--- config.mk ---
export PLATFORM = sky130hd
export DESIGN_NAME = cpu_sequencer
export DESIGN_NICKNAME = d
export VERILOG_FILES = /design/src/rtl/cpu_sequencer.sv
export SDC_FILE = /design/constraint.sdc
export NUM_CORES = 1
export LEC_CHECK = 0
export CAP_MARGIN = 40
export CORE_MARGIN = 2
export CORE_UTILIZATION = 46
export DETAILED_ROUTE_END_ITERATION = 6
export GPL_ROUTABILITY_DRIVEN = 0
export PLACE_DENSITY = 0.81
export SYNTH_ARGS = -nofsm -noshare
export SYNTH_HDL_FRONTEND = slang
export SYNTH_SLANG_ARGS = --single-unit
--- constraint.sdc ---
create_clock -name clk -period 2.7 [get_ports clk]
set_clock_uncertainty 0.05 [all_clocks]
set_input_delay 0.405 -clock clk [delete_from_list [all_inputs] [get_ports clk]]
set_output_delay 0.405 -clock clk [all_outputs]
set_load 0.01 [all_outputs]
--- src/rtl/cpu_sequencer.sv ---
// E0C6S46 instruction sequencer: fetches ROM words into the instruction
// register, steps decode's microcode entry, and schedules HALT/IRQ entry.
// Ports:
//   clk, reset_n, clk_en        clock, async active-low reset, cycle enable
//   rom_data                    ROM word, captured one enabled cycle after fetch
//   dec_microcode_addr/..._len  decode results for the current opcode
//   dec_skip_pc_inc             suppress PC advance on the last cycle
//   irq_pending, irq_enable     interrupt request and CPU I flag
//   halt_req                    HALT/SLP request from microcode
//   fetch_strobe, opcode        ROM read strobe and instruction register
//   microcode_addr, micro_step  current microcode entry and step
//   micro_valid, pc_increment   step active, PC advance
//   instr_done, irq_ack, halted sequence end, IRQ entry, halt status
module cpu_sequencer #(
    parameter logic [6:0] IRQ_MICROCODE_ADDR  = 7'd98,
    parameter logic [6:0] PSET_MICROCODE_ADDR = 7'd36
) (
    input  logic        clk,
    input  logic        reset_n,
    input  logic        clk_en,
    input  logic [11:0] rom_data,
    input  logic [6:0]  dec_microcode_addr,
    input  logic [1:0]  dec_cycle_length,
    input  logic        dec_skip_pc_inc,
    input  logic        irq_pending,
    input  logic        irq_enable,
    input  logic        halt_req,
    output logic        fetch_strobe,
    output logic [11:0] opcode,
    output logic [6:0]  microcode_addr,
    output logic [3:0]  micro_step,
    output logic        micro_valid,
    output logic        pc_increment,
    output logic        instr_done,
    output logic        irq_ack,
    output logic        halted
);

    typedef enum logic [1:0] {
        FETCH_EXEC = 2'd0,
        IRQ        = 2'd1,
        HALT       = 2'd2
    } state_t;

    localparam logic [1:0] CYCLE5  = 2'd0;
    localparam logic [1:0] CYCLE7  = 2'd1;
    localparam logic [1:0] CYCLE12 = 2'd2;

    state_t      state, state_nx;
    logic [3:0]  step, step_nx;
    logic [1:0]  len;
    logic        skip;
    logic [6:0]  maddr;
    logic        halt_sticky;
    logic [3:0]  last_step;
    logic        irq_take;
    logic        irq_block;

    // Unused length encodings fall back to the 5-cycle form.
    always_comb begin
        case (len)
            CYCLE7:  last_step = 4'd6;
            CYCLE12: last_step = 4'd11;
            default: last_step = 4'd4;
        endcase
    end

    assign irq_take  = irq_pending & irq_enable;
    // The instruction just finished is PSET: its boundary must not take an IRQ.
    assign irq_block = (maddr == PSET_MICROCODE_ADDR);

    always_comb begin
        state_nx       = state;
        step_nx        = step;
        fetch_strobe   = 1'b0;
        microcode_addr = maddr;
        micro_step     = 4'd0;
        micro_valid    = 1'b0;
        pc_increment   = 1'b0;
        instr_done     = 1'b0;
        irq_ack        = 1'b0;
        halted         = 1'b0;
        case (state)
            FETCH_EXEC: begin
                fetch_strobe = (step == 4'd0);
                step_nx      = step + 4'd1;
                if (step >= 4'd2) begin
                    micro_valid = 1'b1;
                    micro_step  = step - 4'd2;
                    // Decode result is not registered yet on the first microstep.
                    if (step == 4'd2) begin
                        microcode_addr = dec_microcode_addr;
                    end
                    // last_step >= 4, so this only fires after len is loaded.
                    if (step == last_step) begin
                        instr_done   = 1'b1;
                        pc_increment = !skip;
                        step_nx      = 4'd0;
                        if (halt_sticky || halt_req) begin
                            state_nx = HALT;
                        end else if (irq_take && !irq_block) begin
                            state_nx = IRQ;
                        end
                    end
                end
            end
            IRQ: begin
                micro_valid    = 1'b1;
                microcode_addr = IRQ_MICROCODE_ADDR;
                micro_step     = step;
                irq_ack        = (step == 4'd0);
                step_nx        = step + 4'd1;
                if (step == 4'd11) begin
                    instr_done = 1'b1;
                    step_nx    = 4'd0;
                    state_nx   = FETCH_EXEC;
                end
            end
            HALT: begin
                halted  = 1'b1;
                step_nx = 4'd0;
                if (irq_take) begin
                    state_nx = IRQ;
                end
            end
            default: begin
                state_nx = FETCH_EXEC;
                step_nx  = 4'd0;
            end
        endcase
        // Strobes are held low for as long as reset is asserted.
        if (!reset_n) begin
            fetch_strobe = 1'b0;
            micro_valid  = 1'b0;
            pc_increment = 1'b0;
            instr_done   = 1'b0;
            irq_ack      = 1'b0;
            halted       = 1'b0;
        end
    end

    always_ff @(posedge clk or negedge reset_n) begin
        if (!reset_n) begin
            state       <= FETCH_EXEC;
            step        <= 4'd0;
            opcode      <= 12'hFFB;
            len         <= CYCLE5;
            skip        <= 1'b0;
            maddr       <= 7'd0;
            halt_sticky <= 1'b0;
        end else if (clk_en) begin
            state <= state_nx;
            step  <= step_nx;
            if (state == FETCH_EXEC && step == 4'd1) begin
                opcode <= rom_data;
            end
            if (state == FETCH_EXEC && step == 4'd2) begin
                len   <= dec_cycle_length;
                skip  <= dec_skip_pc_inc;
                maddr <= dec_microcode_addr;
            end
            if (state_nx == HALT && state != HALT) begin
                halt_sticky <= 1'b0;
            end else if (micro_valid && halt_req) begin
                halt_sticky <= 1'b1;
            end
        end
    end

endmodule

==> results of run 1 <==
==> power by group <==
| part | internal (mW) | switching (mW) | total (mW) |
|---|---|---|---|
| sequential | 0.702 | 0.208 | 0.909 |
| clock | 0.207 | 0.144 | 0.351 |
| combinational | 0.988 | 0.763 | 1.75 |
| total | 1.90 | 1.11 | 3.01 |
==> sequential cells by signal, indices dropped and copies added (netlist names) <==
| name | cells |
|---|---|
| len | 2 |
| state | 2 |
| halt_sticky | 1 |
| maddr | 7 |
| step | 4 |
| skip | 1 |
| opcode | 12 |
==> metrics by stage <==
stage               total power, mW  hold slack [ns]  instance area, um^2
global placement              2.616           0.4404                 2420
CTS                           3.014           0.4525                 2535
finish                        3.012           0.4544                 2536
detailed placement            2.648           0.4455                 2420
global route                  3.245           0.4676                 2536
floorplan                     1.829          0.05941                 1722
==> cells in the final DEF, fill, tap and decap left out, types with 4 or more instances in the layout <==
cell,synthesis,final
dfstp_2,11,11
dlygate4sd2_1,0,7
nor2_1,9,7
inv_1,6,6
clkbuf_2,0,4
mux2_2,13,13
dfrtp_1,18,17
nor2b_1,4,4
buf_4,0,15
mux2_4,10,10
nor3_1,8,8
o22ai_1,4,4
ha_1,7,7
nand2_1,12,12
clkbuf_8,0,6
o21ai_0,8,8
nand3_1,4,4
clkdlybuf4s50_1,0,44
a22oi_1,4,4
a21oi_1,8,8
==> cell families (layout without fill, tap and decap cells) <==
family                     after synthesis  after routing  synth area share, %
and+or+nand+nor                         51             51                15.92
DFF                                     29             29                42.95
xor gates and xnor gates                 2              2                1.018
adders and majority gates                7              7                5.087
muxes                                   23             23                17.22
AOI/OAI and AO/OA                       35             35                13.30
buffers and inverters                   16             86                4.506
==> cell usage after synthesis, types with 2 or more instances <==
library cell / n
dfrtp_1: 18
mux2_2: 13
nand2_1: 12
dfstp_2: 11
mux2_4: 10
nor2_1: 9
a21oi_1: 8
nor3_1: 8
o21ai_0: 8
ha_1: 7
clkbuf_1: 6
inv_1: 6
a22oi_1: 4
nand3_1: 4
nor2b_1: 4
o22ai_1: 4
buf_2: 2
buf_6: 2
nand2b_1: 2
nand4_1: 2
o211ai_1: 2
o21a_1: 2
==> critical path: stages (launching register included) <==
cell and delay (ns):
dfrtp_1 0.39, ha_1 0.22, or4b_4 0.53, a2111oi_4 0.36
and3b_1 0.21, clkbuf_2 0.13
==> metal layers <==
metal | track usage (%) | share of wire (%) | vias up
met5 | 0 | 0 | -
met4 | 9.375 | 0.68 | 0
met3 | 6.164 | 7.0 | 4
met2 | 38.90 | 50 | 65
met1 | 25.75 | 42 | 723
li1 | - | - | 731
==> final timing paths <==
kind,start,to,slack (ns),cells past startpoint
min in group clk,skip$_DFFE_PN0P_,skip$_DFFE_PN0P_,0.47,1
max in group asynchronous,reset_n,opcode[3]$_DFFE_PN1P_,1.89,2
hold reg to reg,skip$_DFFE_PN0P_,skip$_DFFE_PN0P_,0.47,1
hold / removal,reset_n,maddr[0]$_DFFE_PN0P_,0.45,2
setup / recovery,len[1]$_DFFE_PN0P_,pc_increment,0.13,5
setup reg to reg,step[0]$_DFFE_PN0P_,len[1]$_DFFE_PN0P_,0.31,7
==> area by class of cell <==
type / count / area [um^2] / share of cell area, %
inverters: 6 / 22.52 / 0.8880
well taps: 48 / 60.06 / 2.368
repair buffers: 72 / 664.4 / 26.20
flip-flops and latches: 29 / 740.7 / 29.21
multi-input cells: 118 / 958.4 / 37.79
clock buffers: 8 / 90.09 / 3.552
==> timing repair <==
item                       CTS  global route
setup endpoints to repair   12            10
gates cloned                 0             0
hold endpoints to repair     0             0
pin swaps                    2             2
gates resized for setup     20            13
==> results.ini, run 1 <==
[floorplanning]
die_h_um = 65.18
num_io_pins = 57
rows = 22
dieArea_um2 = 4248
start_util_pct = 47.38
core_area_um2 = 3633
die_w_um = 65.18

[timing]
relSlewSlack_pct = 56.70
setup_violations = 0
finalSetupTns_ns = 0
min_period_ns = 2.566
max_clock_freq_mhz = 389.7
finalCritPeriodShare_pct = 95.04
rsz0062_at_grt = no
worst_slew_pin_slew_ns = 0.6495
layout_setup_ws_ns = 0.1338
maxSlewViolCount = 0
hold_viol = 0

[clock_network]
insertion_delay_ns = 0.27
cts_made_buffers = 5
clock_path_buffers = 2
cts_tree = built
cts_sinks = 29
htreeDepth = 2
cts_hold_buf = 0
clk_pin_slew_ns = 0.06
cts_root_buf = clkbuf_8
cts_post_setup_buffers_inserted = 0

[critical_path]
critPathKind = reg2out
cp-end-kind = output pin
cp.arrival_ns = 2.11
crit_path_start_kind = flip-flop
critPathMaxFanout = 2
cp.required_ns = 2.25

[finish]
finalNonFillerCells = 281
syn_to_final_growth_pct = 47.31
fin_nets = 267
fill_cells = 293
diodes = 0
fin_util_pct = 69.80
drive_gt1_share_pct = 30.47

[worst_hold_path]
hold_class = in2async

[detailed_routing]
via_per_inst = 5.420
drtAntennaViolNets = 0
drc = 0
dr.pass1.iters = 4
wl_per_cell_um = 15.09
routed_wl_um = 4239
drtIter0Drc = 49
vias = 1523

[power_and_ir_drop]
powerDensity_nw_per_um2 = 1188
power.leakage_nw = 1.107
ir_drop_mv = 0.6585

[flow_run]
drv_cap = 0

[synthesis]
netlist_instances = 163
synth_warnings = 0
synth_area_leaders = dfrtp_1 26%, dfstp_2 17%, mux2_4 8.7%
synth_edf_count = 0
syn-cell-area_um2 = 1722
syn-num-nets = 198
ys_ff_latch = 29
synthFlopType = dfrtp_1
yosysTopAreaCell = dfrtp_1
yosys.area.top_type_share_pct = 26.16
async_reset_ff_share_pct = 100.0
yosysUniqueCellTypes = 41
synth.avg_cell_area_um2 = 10.56
ys_seq_area_share_pct = 42.95

[global_routing]
track_usage_pct = 22.34
grt_pass1_vias = 1601
grt_max_degree = 22
antenna_found_initial = 0
grt_pass1_wl_um = 7210
gr-total-overflow = 0

[placement]
dpl.hpwl_um = 3058
io_buffer_count = 56
place_ws_ns = -0.1164
dp.cells = 273

[outcome]
outcome = finished, final reports clean

Note: power is estimated with default switching activity, not from simulation.
==> inputs of run 2 (changes only) <==
--- a/config.mk
+++ b/config.mk
@@ -10,7 +10,9 @@
 export CORE_UTILIZATION = 46
 export DETAILED_ROUTE_END_ITERATION = 6
 export GPL_ROUTABILITY_DRIVEN = 0
+export MAX_ROUTING_LAYER = met4
 export PLACE_DENSITY = 0.81
+export SKIP_CTS_REPAIR_TIMING = 1
 export SYNTH_ARGS = -nofsm -noshare
 export SYNTH_HDL_FRONTEND = slang
 export SYNTH_SLANG_ARGS = --single-unit
==> run 2 against run 1 <==
  * Worst hold slack got worse by 0.00090 ns
  * Via count increased by 1.1%
  * Sequential cell count unchanged
  * Final cell count unchanged
  * Maximum frequency decreased by 2.0%
  * Sequential power about the same
  * Power increased by 1.9%
  * Critical path type unchanged
  * Critical endpoint unchanged
==> results.ini, run 2 (synthesis results as in run 1) <==
[global_routing]
grt_pass1_vias = 1583
antenna_found_initial = 0
gr-total-overflow = 0
track_usage_pct = 22.16
grt_max_degree = 22
grt_pass1_wl_um = 7010

[power_and_ir_drop]
powerDensity_nw_per_um2 = 1185
p_sw_share_pct = 36.32
power.leakage_nw = 1.241
switching_power_mw = 1.115
p_total_mw = 3.071
pwr-share-seq_pct = 29.6
ir_drop_mv = 0.6935
p_int_mw = 1.955
power_frac_comb_pct = 58.9
power.share.clock_pct = 11.5

[timing]
min_period_ns = 2.620
hold_viol = 0
maxSlewViolCount = 0
setup_violations = 0
rsz0062_at_grt = yes
relSlewSlack_pct = 56.73
finalCritPeriodShare_pct = 97.03
max_clock_freq_mhz = 381.7
finalSetupTns_ns = 0
worst_slew_pin_slew_ns = 0.6490

[finish]
layout_common_cells = 44 x clkdlybuf4s50_1, 18 x dfrtp_1, 15 x buf_4, 13 x mux2_2
fin_nets = 267
drive_gt1_share_pct = 27.90
diodes = 0
syn_to_final_growth_pct = 50.51
mostFrequentLayoutCell = clkdlybuf4s50_1
largest_register = opcode
reg_top3 = opcode x12, maddr x7, step x4
largest_reg_flops = 12

[critical_path]
cpLargestDelayFamily = simple AND/OR/NAND/NOR gates
reg2reg_from = step[0]$_DFFE_PN0P_
crit_buf_inv = 1
r2r_cells = 7
cp-end-kind = output pin
cp.required_ns = 2.25
cp_cell_sequence = ha_1 > or4b_4 > a2111oi_4 > and3b_1 > dlymetal6s2s_1
crit_path_end = pc_increment
slowest_delay_ns = 0.53
r2r_setup_slack_ns = 0.28
cp.arrival_ns = 2.16
cp_slowest_cell = or4b_4
r2r-end = len[0]$_DFFE_PN0P_
critPathKind = reg2out
critPathMaxFanout = 2
crit_path_start_kind = flip-flop
crit_cells = 5
cp-startpoint = len[1]$_DFFE_PN0P_

[detailed_routing]
drc = 0
vias = 1539
wl_per_cell_um = 15.14
drtAntennaViolNets = 0
dr.pass1.iters = 4
via_per_inst = 5.477
drtIter0Drc = 71
routed_wl_um = 4253

[clock_network]
htreeDepth = 2
cts_root_buf = clkbuf_8
clock_path_buffers = 2
cts_sinks = 29
clk_pin_slew_ns = 0.06
cts_made_buffers = 5
insertion_delay_ns = 0.27
cts_tree = built

[floorplanning]
core_area_um2 = 3633
rows = 22
die_h_um = 65.18
start_util_pct = 47.38
die_w_um = 65.18
num_io_pins = 57
dieArea_um2 = 4248

[flow_run]
drv_cap = 0

[outcome]
outcome = finished, final reports clean

[placement]
dpl.hpwl_um = 3058
io_buffer_count = 56

[worst_hold_path]
hold_class = in2async

## run 2: changes by cell type in the layout (fill, tap and decap cells not counted), sizes merged
cell	change
clkdlybuf4s15	-1
dlygate4sd2	-7
clkbuf	-4
dlymetal6s2s	+12
## run 2: area by class of cell
cell class	count	area, um^2
clock buffers	8	90.09
fillers	279	1042
inverters	6	22.52
multi-input cells	118	955.9
flip-flops and latches	29	739.5
well taps	48	60.06
repair buffers	72	723.2
## run 2: metrics by stage
step                      instances  utilization (%)  area, um^2  hold WS (ns)  setup slack, ns
final                           281            71.32        2591        0.4535          0.08024
after global routing            281            71.32        2591        0.4677         -0.04066
after CTS                       281            69.08        2510        0.4526          -0.4318
after detailed placement        273            66.60        2420        0.4455          -0.1164
after global placement          273            66.60        2420        0.4404         -0.05434
after floorplan                 163                -        1722       0.05941           0.4396
## run 2: worst min path at each step
stage	start	endpoint	slack [ns]	cells past startpoint
5_1_grt	reset_n	maddr[5]$_DFFE_PN0P_	0.47	2
3_3_place_gp	len[0]$_DFFE_PN0P_	len[0]$_DFFE_PN0P_	0.44	1
2_1_floorplan	reset_n	halt_sticky$_DFFE_PN0P_	0.06	0
4_1_cts	reset_n	maddr[5]$_DFFE_PN0P_	0.45	2
6_report	reset_n	maddr[5]$_DFFE_PN0P_	0.45	2
3_5_place_dp	skip$_DFFE_PN0P_	skip$_DFFE_PN0P_	0.45	1
## run 2: worst reg2reg max path: cells and delay by family, from the launching register on
kind,cells,cell delay (ns)
adder cells (fa/ha/maj),1,0.16
buffers and inverters,3,0.38
flip-flops,1,0.39
multiplexers,1,0.34
AND/OR/NAND/NOR,2,0.96
## run 2: power by group through the flow
stage | Clock, mW | Sequential, mW | Combinational [mW]
after floorplan | 0 | 0.890 | 0.939
after global placement | 0 | 0.879 | 1.74
after detailed placement | 0 | 0.890 | 1.76
after CTS | 0.367 | 0.889 | 1.78
after global routing | 0.387 | 0.947 | 1.97
final | 0.353 | 0.908 | 1.81
## run 2: layer usage
metal  track usage, %  share of wire [%]  vias to the layer above
met5                -                  0                        -
met4            8.333                1.1                        0
met3            6.507                7.1                        6
met2            37.63                 49                       65
met1            24.75                 42                      737
li1                 -                  -                      731
==> inputs of run 3 (changes only) <==
==> constraint.sdc (replaced) <==
create_clock -name clk -period 2.7 [get_ports clk]
set_clock_uncertainty 0.05 [all_clocks]
set_input_delay 0.54 -clock clk [delete_from_list [all_inputs] [get_ports clk]]
set_output_delay 0.54 -clock clk [all_outputs]
set_load 0.01 [all_outputs]
==> run 3 against run 2 <==
  * The flow now finishes with violations (setup timing)
  * Worst hold slack worse by 0.084 ns
  * Power up 4.3%
  * Routed wire length up 2.6%
  * Via count up 0.78%
  * Largest cell class unchanged
  * Non-clock buffer count up 10
  * Critical path depth up 1
  * Critical endpoint unchanged
  * Global-route usage down 0.41 points
  * Sequential power down 1%
  * Final cell count up 3.6%
  * Die area unchanged
  * Sequential share of layout area down 0.78 points
==> results.ini, run 3 (synthesis results as in run 1) <==
[outcome]
outcome = complete, but fails checks
violations = setup timing

[detailed_routing]
drtIter0Drc = 62
drtAntennaViolNets = 0
routed_wl_um = 4362
dr.pass1.iters = 5
wl_per_cell_um = 14.99
via_per_inst = 5.330
drc = 0
vias = 1551

[placement]
dp.cells = 281
place_ws_ns = -0.2115
io_buffer_count = 56
dpl.hpwl_um = 3147

[finish]
fin_nets = 277
finalNonFillerCells = 291
drive_gt1_share_pct = 36.63
fin_util_pct = 73.45
diodes = 0
syn_to_final_growth_pct = 55.01
mostFrequentLayoutCell = clkdlybuf4s50_1
reg_top3 = opcode x12, maddr x7, step x4
largest_reg_flops = 12
largest_register = opcode
layout_common_cells = 42 x clkdlybuf4s50_1, 24 x buf_4, 17 x dfrtp_1, 13 x mux2_2, 12 x nand2_1

[floorplanning]
rows = 22
num_io_pins = 57
start_util_pct = 47.38
die_h_um = 65.18
core_area_um2 = 3633
die_w_um = 65.18
dieArea_um2 = 4248

[timing]
finalCritPeriodShare_pct = 101.1
max_clock_freq_mhz = 366.2
maxSlewViolCount = 0
worst_slew_pin_slew_ns = 0.6173
setup_violations = 1
hold_viol = 0
layout_setup_ws_ns = -0.03043
min_period_ns = 2.730
relSlewSlack_pct = 58.73
rsz0062_at_grt = yes

[critical_path]
r2r_cells = 7
slowest_delay_ns = 0.54
crit_path_start_kind = flip-flop
r2r_setup_slack_ns = 0.33
cp-startpoint = len[0]$_DFFE_PN0P_
crit_path_end = pc_increment
r2r-end = len[0]$_DFFE_PN0P_
cpLargestDelayFamily = simple AND/OR/NAND/NOR gates
cp.required_ns = 2.11
critPathMaxFanout = 2
cp_slowest_cell = or4b_4
cp.arrival_ns = 2.14
cp_cell_sequence = inv_1 > ha_1 > or4b_4 > a2111oi_4 > and3b_1 > clkbuf_2
critPathKind = reg2out
reg2reg_from = step[0]$_DFFE_PN0P_
crit_buf_inv = 2
crit_cells = 6
cp-end-kind = output pin

[power_and_ir_drop]
power.leakage_nw = 1.257
powerDensity_nw_per_um2 = 1200
ir_drop_mv = 0.7391

[clock_network]
clk_pin_slew_ns = 0.06
insertion_delay_ns = 0.27
cts_sinks = 29
cts_root_buf = clkbuf_8
cts_made_buffers = 5
clock_path_buffers = 2
cts_tree = built
htreeDepth = 2

[global_routing]
gr-total-overflow = 0
grt_max_degree = 16
track_usage_pct = 21.75
antenna_found_initial = 0
grt_pass1_wl_um = 6900
grt_pass1_vias = 1537

[worst_hold_path]
hold_class = in2async

[flow_run]
drv_cap = 0

==> run 3: cell types whose count changed in the layout (fill, tap and decap cells not counted), sizes merged <==
cell           before  now
buf                16   30
clkdlybuf4s50      44   42
clkinv              0    1
dlymetal6s2s       12    9
==> run 3: worst min path at each step <==
stage | from | end | depth (start not counted)
global route | reset_n | maddr[6]$_DFFE_PN0P_ | 2
finish | reset_n | maddr[6]$_DFFE_PN0P_ | 2
CTS | skip$_DFFE_PN0P_ | skip$_DFFE_PN0P_ | 1
floorplan | reset_n | halt_sticky$_DFFE_PN0P_ | 0
global placement | len[0]$_DFFE_PN0P_ | len[0]$_DFFE_PN0P_ | 1
detailed placement | skip$_DFFE_PN0P_ | skip$_DFFE_PN0P_ | 1
==> run 3: layout make-up <==
type                    count  area [um^2]
clock buffers               7        96.34
repair buffers             82        760.7
multi-input cells         118        983.4
clock inverters             1        5.005
well taps                  48        60.06
flip-flops and latches     29        740.7
fillers                   263        964.7
inverters                   6        22.52
==> run 3: layer usage <==
metal  part of all wire [%]  vias up  GRT usage [%]
li1                       -      750              -
met2                     48       55          34.06
met5                      0        -              -
met1                     46      744          28.29
met3                    5.6        2          4.966
met4                   0.44        0          6.771
==> run 3: report_power, final <==
group          internal, mW  switching (mW)  total, mW
logic                  1.10           0.814       1.92
clock network         0.230           0.156      0.386
registers             0.702           0.198      0.899
total                  2.04            1.17       3.20
==> run 3: metrics by stage <==
step                cell area (um^2)  total power [mW]  hold slack (ns)  TNS [ns]
finish                          2669             3.203           0.3692  -0.03043
global route                    2669             3.437           0.3918   -0.1134
CTS                             2569             3.112           0.4638    -4.145
detailed placement              2467             2.711           0.4453   -0.7490
global placement                2467             2.676           0.4406   -0.5699
floorplan                       1722             1.829           0.1944         0
==> run 3: worst register-to-register path, stage by stage, from the launching register on <==
cell     delay, ns
dfrtp_1       0.38
buf_4         0.14
inv_1         0.07
ha_2          0.17
or3b_4        0.40
buf_6         0.15
or4_4         0.55
mux2_4        0.34
